<file path="src/rtl/gate_sweep_pkg.sv">
// Purpose: shared state encoding, limits and 2-input truth tables for the gate sweep controller.
// Latency: n/a (types and constants only).
// Backpressure: n/a.
package gate_sweep_pkg;

    typedef enum logic [1:0] {
        IDLE   = 2'd0,
        SETTLE = 2'd1,
        CHECK  = 2'd2,
        DONE   = 2'd3
    } sweep_state_t;

    localparam int MAX_INPUTS = 8;

    // Bit k is the expected gate output when the input vector equals k.
    localparam logic [3:0] TT_AND2  = 4'b1000;
    localparam logic [3:0] TT_OR2   = 4'b1110;
    localparam logic [3:0] TT_XOR2  = 4'b0110;
    localparam logic [3:0] TT_NAND2 = 4'b0111;

endpackage

</file>
<file path="src/rtl/gate_sweep_ctrl_settle_timer.sv">
// Purpose: loadable down-counter that times how long each vector is held before checking.
// Latency: load takes effect on the next edge; value counts down one per dec cycle.
// Backpressure: none; dec at zero is ignored so the counter never wraps.
module settle_timer
    import gate_sweep_pkg::*;
#(
    parameter int W = 4
) (
    input  logic         clk,
    input  logic         reset,
    input  logic         load,
    input  logic [W-1:0] load_val,
    input  logic         dec,
    output logic [W-1:0] value,
    output logic         zero
);

    logic [W-1:0] cnt_q;
    logic [W-1:0] cnt_d;

    // Next count: a load overrides any decrement in the same cycle.
    always_comb begin
        cnt_d = cnt_q;
        if (load) begin
            cnt_d = load_val;
        end else if (dec && (cnt_q != '0)) begin
            cnt_d = cnt_q - {{(W-1){1'b0}}, 1'b1};
        end
    end

    // Counter register with synchronous reset.
    always_ff @(posedge clk) begin
        if (reset) begin
            cnt_q <= '0;
        end else begin
            cnt_q <= cnt_d;
        end
    end

    assign value = cnt_q;
    assign zero  = (cnt_q == '0);

endmodule

</file>
<file path="src/rtl/gate_sweep_ctrl.sv">
// Purpose: sweeps all 2**N_INPUTS input vectors of a gate, checks dut_y against TRUTH_TABLE; optional GATE_SWEEP_STOP_ON_FAIL_EN halts at the first mismatch.
// Latency: done rises 2**N_INPUTS*(SETTLE_CYCLES+1)+1 cycles after the edge that samples start.
// Backpressure: none; start is ignored while a sweep is in progress (SETTLE/CHECK).
module gate_sweep_ctrl
    import gate_sweep_pkg::*;
#(
    parameter int                          N_INPUTS      = 2,
    parameter int                          SETTLE_CYCLES = 1,
    parameter logic [(1<<N_INPUTS)-1:0]    TRUTH_TABLE   = TT_AND2
) (
    input  logic                clk,
    input  logic                reset,
    input  logic                start,
    output logic [N_INPUTS-1:0] vec_out,
    input  logic                dut_y,
    output logic                busy,
    output logic                done,
    output logic                pass,
    output logic [N_INPUTS:0]   err_count,
    output logic [N_INPUTS-1:0] first_fail
);

    localparam int                   NUM_VEC     = 1 << N_INPUTS;
    localparam logic [N_INPUTS-1:0]  LAST_VEC    = N_INPUTS'(NUM_VEC - 1);
    localparam logic [N_INPUTS-1:0]  VEC_ONE     = N_INPUTS'(1);
    localparam logic [N_INPUTS:0]    ERR_ONE     = (N_INPUTS+1)'(1);
    localparam logic [N_INPUTS:0]    ERR_MAX     = (N_INPUTS+1)'(NUM_VEC);
    localparam logic [3:0]           SETTLE_LOAD = 4'(SETTLE_CYCLES - 1);

    sweep_state_t        state_q;
    logic [N_INPUTS-1:0] vec_q;
    logic [N_INPUTS:0]   err_q;
    logic [N_INPUTS-1:0] first_fail_q;
    logic                fail_seen_q;
    logic                busy_q;
    logic                done_q;
    logic                pass_q;

    logic                exp_bit;
    logic                mismatch;
    logic                last_vec;
    logic                start_ok;
    logic                halt;
    logic                advance;
    logic                tmr_load;
    logic                tmr_dec;
    logic [3:0]          tmr_value;
    logic                tmr_zero;

    // Check-cycle decode; an X/Z on dut_y never equals the expected bit, so it counts as a mismatch.
    always_comb begin
        exp_bit  = TRUTH_TABLE[vec_q];
        mismatch = (dut_y === exp_bit) ? 1'b0 : 1'b1;
        last_vec = (vec_q == LAST_VEC);
        start_ok = start && ((state_q == IDLE) || (state_q == DONE));
`ifdef GATE_SWEEP_STOP_ON_FAIL_EN
        halt     = (state_q == CHECK) && mismatch;
`else
        halt     = 1'b0;
`endif
        advance  = (state_q == CHECK) && !last_vec && !halt;
        tmr_load = start_ok || advance;
        tmr_dec  = (state_q == SETTLE) && !tmr_zero;
    end

    settle_timer #(
        .W (4)
    ) u_settle_timer (
        .clk      (clk),
        .reset    (reset),
        .load     (tmr_load),
        .load_val (SETTLE_LOAD),
        .dec      (tmr_dec),
        .value    (tmr_value),
        .zero     (tmr_zero)
    );

    // Sweep FSM and registered status; busy/done/pass are taken from the current state so they trail it by one edge, except that a restart from DONE drops done/pass at once.
    always_ff @(posedge clk) begin
        if (reset) begin
            state_q      <= IDLE;
            vec_q        <= '0;
            err_q        <= '0;
            first_fail_q <= '0;
            fail_seen_q  <= 1'b0;
            busy_q       <= 1'b0;
            done_q       <= 1'b0;
            pass_q       <= 1'b0;
        end else begin
            busy_q <= (state_q == SETTLE) || (state_q == CHECK);
            done_q <= (state_q == DONE) && !start;
            pass_q <= (state_q == DONE) && !start && (err_q == '0);
            case (state_q)
                IDLE, DONE: begin
                    if (start) begin
                        state_q      <= SETTLE;
                        vec_q        <= '0;
                        err_q        <= '0;
                        first_fail_q <= '0;
                        fail_seen_q  <= 1'b0;
                    end
                end
                SETTLE: begin
                    if (tmr_value == '0) begin
                        state_q <= CHECK;
                    end
                end
                CHECK: begin
                    if (mismatch) begin
                        if (err_q != ERR_MAX) begin
                            err_q <= err_q + ERR_ONE;
                        end
                        if (!fail_seen_q) begin
                            first_fail_q <= vec_q;
                            fail_seen_q  <= 1'b1;
                        end
                    end
                    // The last vector is detected before incrementing, so vec_q never wraps.
                    if (last_vec || halt) begin
                        state_q <= DONE;
                    end else begin
                        vec_q   <= vec_q + VEC_ONE;
                        state_q <= SETTLE;
                    end
                end
                default: begin
                    state_q <= IDLE;
                end
            endcase
        end
    end

    assign vec_out    = vec_q;
    assign busy       = busy_q;
    assign done       = done_q;
    assign pass       = pass_q;
    assign err_count  = err_q;
    assign first_fail = first_fail_q;

endmodule

</file>
<file path="config.mk">
export PLATFORM = sky130hd
export DESIGN_NAME = gate_sweep_ctrl
export DESIGN_NICKNAME = d
export VERILOG_FILES = /design/src/rtl/gate_sweep_pkg.sv /design/src/rtl/gate_sweep_ctrl_settle_timer.sv /design/src/rtl/gate_sweep_ctrl.sv
export SDC_FILE = /design/constraint.sdc
export NUM_CORES = 1
export LEC_CHECK = 0
export BUFFER_PORTS_ARGS = -buffer_cell sky130_fd_sc_hd__buf_2
export CAP_MARGIN = 10
export CORE_MARGIN = 4
export CORE_UTILIZATION = 54
export DETAILED_ROUTE_END_ITERATION = 12
export HOLD_SLACK_MARGIN = 0.03
export PLACE_DENSITY = 0.77
export SYNTH_ARGS = -nofsm -noshare
export SYNTH_HDL_FRONTEND = slang
export SYNTH_SLANG_ARGS = --single-unit
</file>
<file path="constraint.sdc">
create_clock -name clk -period 1.82 [get_ports clk]
set_input_delay 0.182 -clock clk [delete_from_list [all_inputs] [get_ports clk]]
set_output_delay 0.182 -clock clk [all_outputs]
set_load 0.05 [all_outputs]
</file>
==> results.toml, run 1 <==
[final_layout]
nets = 132
regArea_um2 = 340
fill_cells = 142
antenna_cells = 0
postLayoutCoreUtil_pct = 67.4
drive_gt1_share_pct = 18.6
areaGrowthSynthToFinish_pct = 12.4
multi_input_area_um2 = 563

[power_and_ir_drop]
powerDensity_mw_per_mm2 = 801
leakage_nw = 0.452
finalPower_w = 0.000860
vdd_drop_max_v = 0.000477

[sta]
fin_crit_sh_pct = 95.2
rsz0062_at_grt = "false"
max_slew_margin_pct = 66.2
fin_worst_skew_ps = 1.19
slew_violations = 0
hold_violations = 0
finalSetupViolations = 0
min_period_ps = 1730
tns_ps = 0
worst_pin_slew_ps = 501
max_freq_ghz = 0.577

[synth]
synthSimpleGateAreaFrac_pct = 22.6
syn-instance-count = 103
synthMuxAreaShare_pct = 4.32
ys_types = 37
synthTopCellsByCount = "17 x dfxtp_1, 9 x ha_1, 9 x inv_1"
synth.cell_area_um2 = 956
synthFlopType = "dfxtp_1"
yosysTopAreaCellShare_pct = 35.6
yosys_warnings = 0
ys_ff_latch = 17
netlist_top_cells_area = "dfxtp_1 36%, ha_1 12%, a21oi_1 4.2%"
synth_enable_flop_cells = 0
synth_top_area_cell = "dfxtp_1"
async_reset_ff_share_pct = 0
synth_compound_area_share_pct = 18.3
seq_area_frac_synth_pct = 35.6
synth_top_family_by_area = "simple AND/OR/NAND/NOR gates"
synth_fp_nets = 116
yosysMostFrequentCell = "dfxtp_1"
synth_area_per_cell_um2 = 9.28
synth_xor_area_share_pct = 1.83
synth_fa_ha_area_share_pct = 11.8

[floorplanning]
initial_core_util_pct = 60.0
dieHeight_um = 50.1
std_cell_rows = 14
fp.coreArea_mm2 = 0.00159
die_area_mm2 = 0.00251
die_width_um = 50.1
ios = 14

[global_route]
antenna_found_initial = 0
grt-ovfl-total = 0
grt_start_max_net_pins = 20
grt_pass1_wl_um = 3040
grt_usage_pct = 15.5
grt_pass1_vias = 761

[clock_network]
cts_setup_buffers = 0
clock_latency_ps = 290
cts_max_level = 1
cts_tree = "built"
clockBufferDepth = 2
clkSinkCount = 17
path_clk_slew_ps = 100
ctsRootBufferMaster = "clkbuf_4"
hold_buffers = 0
cts_buffers = 3
cts-resized-gates = 0

[critical_path]
cp.arrival_ps = 1960
critPathMaxStageDelay_ps = 520
path_cells = "inv_1 > ha_1 > nor2b_4 > or4_1 > a21oi_1"
worstPathMaxFanout = 8
r2r_start = "state_q[0]"
crit_type = "flip-flop to flip-flop"
cp-end-kind = "flip-flop"
worst_path_max_delay_cell = "or4_1"
reg2reg_depth = 5
crit_required_ps = 2050
startpoint_type = "flip-flop"
reg2reg_to = "vec_out[1]"
rrSetupSlack_ps = 90

[routing]
drc_errors = 0
first_iter_violations = 3
ant_nets = 0
routedWlPerCell_um = 12.4
vias_per_cell = 5.32
firstDrtPassIters = 3
routed_wl_um = 1760
vias = 756

[min_path]
min_path_type = "input pin to flip-flop"
hp-start = "start"
hold_depth = 2
whs_endpoint = "done"

[placed_design]
port_buffers = 13
routabilityCongestion = 0.765
dp_hpwl_um = 1320

[job]
max-cap-violations = 0

[status]
status = "finished clean"
-- area by class of cell --
type / count / area share (%)
Inverter: 9 / 3.14
Multi-Input combinational cell: 73 / 52.4
Tap cell: 24 / 2.79
Clock buffer: 3 / 2.10
Clock inverter: 1 / 0.466
Timing Repair Buffer: 15 / 7.45
Sequential cell: 17 / 31.7
-- report_power, final --
part	switching [W]	total, W	internal, W	leakage [nW]
Clock	0.000121	0.000203	0.0000819	0.0177
Sequential	0.0000115	0.000402	0.000390	0.138
Combinational	0.000157	0.000256	0.0000992	0.296
-- sequential cells by signal, summed over array words and instances (netlist names) --
signal / cells
u_settle_timer.value: 4
err_count: 3
first_fail: 2
state_q: 2
vec_out: 2
busy: 1
done: 1
fail_seen_q: 1
pass: 1
-- metrics by stage --
step | hold WS, ps | instance area (um^2) | cells | setup WS (ps)
6_report | 133 | 1070 | 142 | 87.6
3_5_place_dp | 449 | 1050 | 138 | 162
4_1_cts | 130 | 1070 | 142 | 91.6
2_1_floorplan | 266 | 956 | 103 | 81.4
3_3_place_gp | 448 | 1050 | 138 | 201
5_1_grt | 122 | 1070 | 142 | 21.1
-- cell usage in the layout (no fill, tap or decap), types with 2 or more instances in the layout --
cell       Yosys  layout
nor4bb_1       2       2
and2_1         2       2
nor2_1         5       5
or4_1          3       3
o2bb2ai_1      2       2
a21oi_1        8       8
nor2b_1        2       2
ha_1           9       9
o31ai_1        3       3
inv_1          9       9
nand2b_1       6       6
o21ai_0        3       3
buf_2          3      13
dfxtp_1       17      17
buf_4          0       2
clkbuf_4       0       3
or3_1          3       3
nand2_1        2       2
nor3b_1        2       2
mux2i_1        3       3
-- cells by family after synthesis --
logic type / Yosys count
multiplexers: 4
AO/OA/AOI/OAI: 25
flip-flops: 17
AND/OR/NAND/NOR: 33
XOR/XNOR: 2
buffers and inverters: 13
adder cells (fa/ha/maj): 9
-- worst max path at each step --
stage	startpoint	end	slack, ps
6_report	state_q[0]	vec_out[1]	90
3_3_place_gp	state_q[0]	vec_out[1]	200
4_1_cts	state_q[0]	vec_out[1]	90
3_5_place_dp	state_q[0]	vec_out[1]	160
2_1_floorplan	vec_out[0]	err_count[2]	80
5_1_grt	state_q[0]	vec_out[1]	20
-- metal layers --
| metal | GRT usage (%) | wire, um |
|---|---|---|
| met5 | 0 | 0 |
| met4 | 8.29 | 40 |
| met3 | 2.71 | 40 |
| met2 | 29.6 | 879 |
| met1 | 15.6 | 798 |
-- critical path: cells and delay by family (launching register included) --
kind            cells  cell delay, ps
simple gates        2             700
flops               1             340
buf+inv             1              70
compound gates      1             170
fa+ha+maj           1             380
No activity file was read; power rests on OpenSTA's default activity.
==> inputs of run 2 (changes only) <==
==> constraint.sdc (replaced) <==
create_clock -name clk -period 1.82 [get_ports clk]
set_input_delay 0 -clock clk [delete_from_list [all_inputs] [get_ports clk]]
set_output_delay 0 -clock clk [all_outputs]
set_load 0.05 [all_outputs]
==> run 2 against run 1 <==
Compared with the run above:
- non-clock buffer count grew 1
- critical endpoint unchanged
- clock power is essentially flat
- largest cell class unchanged
- largest power group unchanged
- fmax is the same
- setup slack is the same
- die area is the same
- final cell count grew 0.70%
==> results.toml, run 2 (synthesis gave the netlist of run 1 again) <==
[status]
status = "finished clean"

[sta]
max_slew_margin_pct = 66.2
min_period_ps = 1730
worst_pin_slew_ps = 501
fin_worst_skew_ps = 1.19
slew_violations = 0
hold_violations = 0
tns_ps = 0
rsz0062_at_grt = "false"
max_freq_ghz = 0.577
hold_slack_ps = 72.2
finalSetupViolations = 0
fin_crit_sh_pct = 95.2

[clock_network]
ctsRootBufferMaster = "clkbuf_4"
cts_buffers = 3
clockBufferDepth = 2
clkSinkCount = 17
clock_latency_ps = 290
cts_max_level = 1
cts_tree = "built"
path_clk_slew_ps = 100

[power_and_ir_drop]
powerDensity_mw_per_mm2 = 795
clkPwrFrac_pct = 23.5
power_switching_share_pct = 33.6
comb_power_share_pct = 29.9
leakage_nw = 0.456
vdd_drop_max_v = 0.000479
power.switching_w = 0.000289
p_seq_share_pct = 46.6
internal_power_w = 0.000573

[global_route]
grt_pass1_wl_um = 3050
grt-ovfl-total = 0
antenna_found_initial = 0
grt_usage_pct = 15.6
grt_start_max_net_pins = 20
grt_pass1_vias = 764

[min_path]
hold_depth = 2
min_path_type = "input pin to flip-flop"

[critical_path]
cp.arrival_ps = 1960
worstPathMaxFanout = 8
startpoint_type = "flip-flop"
rrSetupSlack_ps = 90
crit_type = "flip-flop to flip-flop"
cp-end-kind = "flip-flop"
reg2reg_depth = 5
crit_required_ps = 2050

[routing]
first_iter_violations = 3
routed_wl_um = 1760
vias_per_cell = 5.30
drc_errors = 0
vias = 758
firstDrtPassIters = 3
ant_nets = 0
routedWlPerCell_um = 12.3

[final_layout]
layout_common_cells = "17 x dfxtp_1, 13 x buf_2, 9 x inv_1, 9 x ha_1, 8 x a21oi_1"
antenna_cells = 0
nets = 133
final_cell_area_mm2 = 0.00108
largest_register_ffs = 4
areaGrowthSynthToFinish_pct = 13.5
drive_gt1_share_pct = 18.5
postLayoutCoreUtil_pct = 68.1
final_common_cell = "dfxtp_1"
fill_cells = 141

[floorplanning]
dieHeight_um = 50.1
initial_core_util_pct = 60.0
die_width_um = 50.1
die_area_mm2 = 0.00251
ios = 14
std_cell_rows = 14
fp.coreArea_mm2 = 0.00159

[job]
max-cap-violations = 0

[placed_design]
port_buffers = 13
routabilityCongestion = 0.765
dp_hpwl_um = 1320
dpl_cell_area_mm2 = 0.00105
run 2: cell count changes in the layout (fill, tap and decap cells not counted), sizes merged:
cell | previous run | this run
dlygate4sd3 | 0 | 1
run 2: final cells by class:
cell class | count | area, um^2 | area share [%]
inverters | 9 | 33.8 | 3.11
clock buffers | 3 | 22.5 | 2.08
multi-input cells | 73 | 563 | 51.9
repair buffers | 16 | 90.1 | 8.30
clock inverters | 1 | 5.00 | 0.461
flip-flops and latches | 17 | 340 | 31.4
well taps | 24 | 30.0 | 2.77
run 2: routing by layer:
metal  share of wire, %  GRT usage (%)
met3                2.3           2.71
met5                  0              0
met1                 46           15.8
met4                2.3           8.29
met2                 50           29.6
run 2: worst paths after layout:
path                        end           from
setup / recovery     vec_out[1]     state_q[0]
hold / removal             busy          reset
setup reg to reg     vec_out[1]     state_q[0]
hold reg to reg   first_fail[1]  first_fail[1]
run 2: repair_timing:
action / 4_1_cts / 5_1_grt
gates resized for setup: 0 / 0
buffers inserted: 0 / 0
hold buffers: 1 / 0
endpoints found under the hold margin: 1 / 0
run 2: power by group through the flow:
stage / sequential, W / combinational (W) / clock (W)
final: 0.000402 / 0.000258 / 0.000203
after global routing: 0.000405 / 0.000288 / 0.000229
after CTS: 0.000402 / 0.000259 / 0.000208
after detailed placement: 0.000410 / 0.000255 / 0
after global placement: 0.000409 / 0.000249 / 0
after floorplan: 0.000436 / 0.000168 / 0
run 2: worst max-delay path, cell delays in order (launching register included):
cell and delay (ps):
dfxtp_1 340, inv_1 70, ha_1 380, nor2b_4 180, or4_1 520, a21oi_1 170
run 2: per-stage QoR:
| step | power [W] | instances | setup WS [ps] |
|---|---|---|---|
| 2_1_floorplan | 0.000604 | 103 | 81.4 |
| 3_3_place_gp | 0.000658 | 138 | 201 |
| 3_5_place_dp | 0.000665 | 138 | 162 |
| 4_1_cts | 0.000868 | 143 | 91.6 |
| 5_1_grt | 0.000922 | 143 | 21.1 |
| 6_report | 0.000862 | 143 | 87.6 |
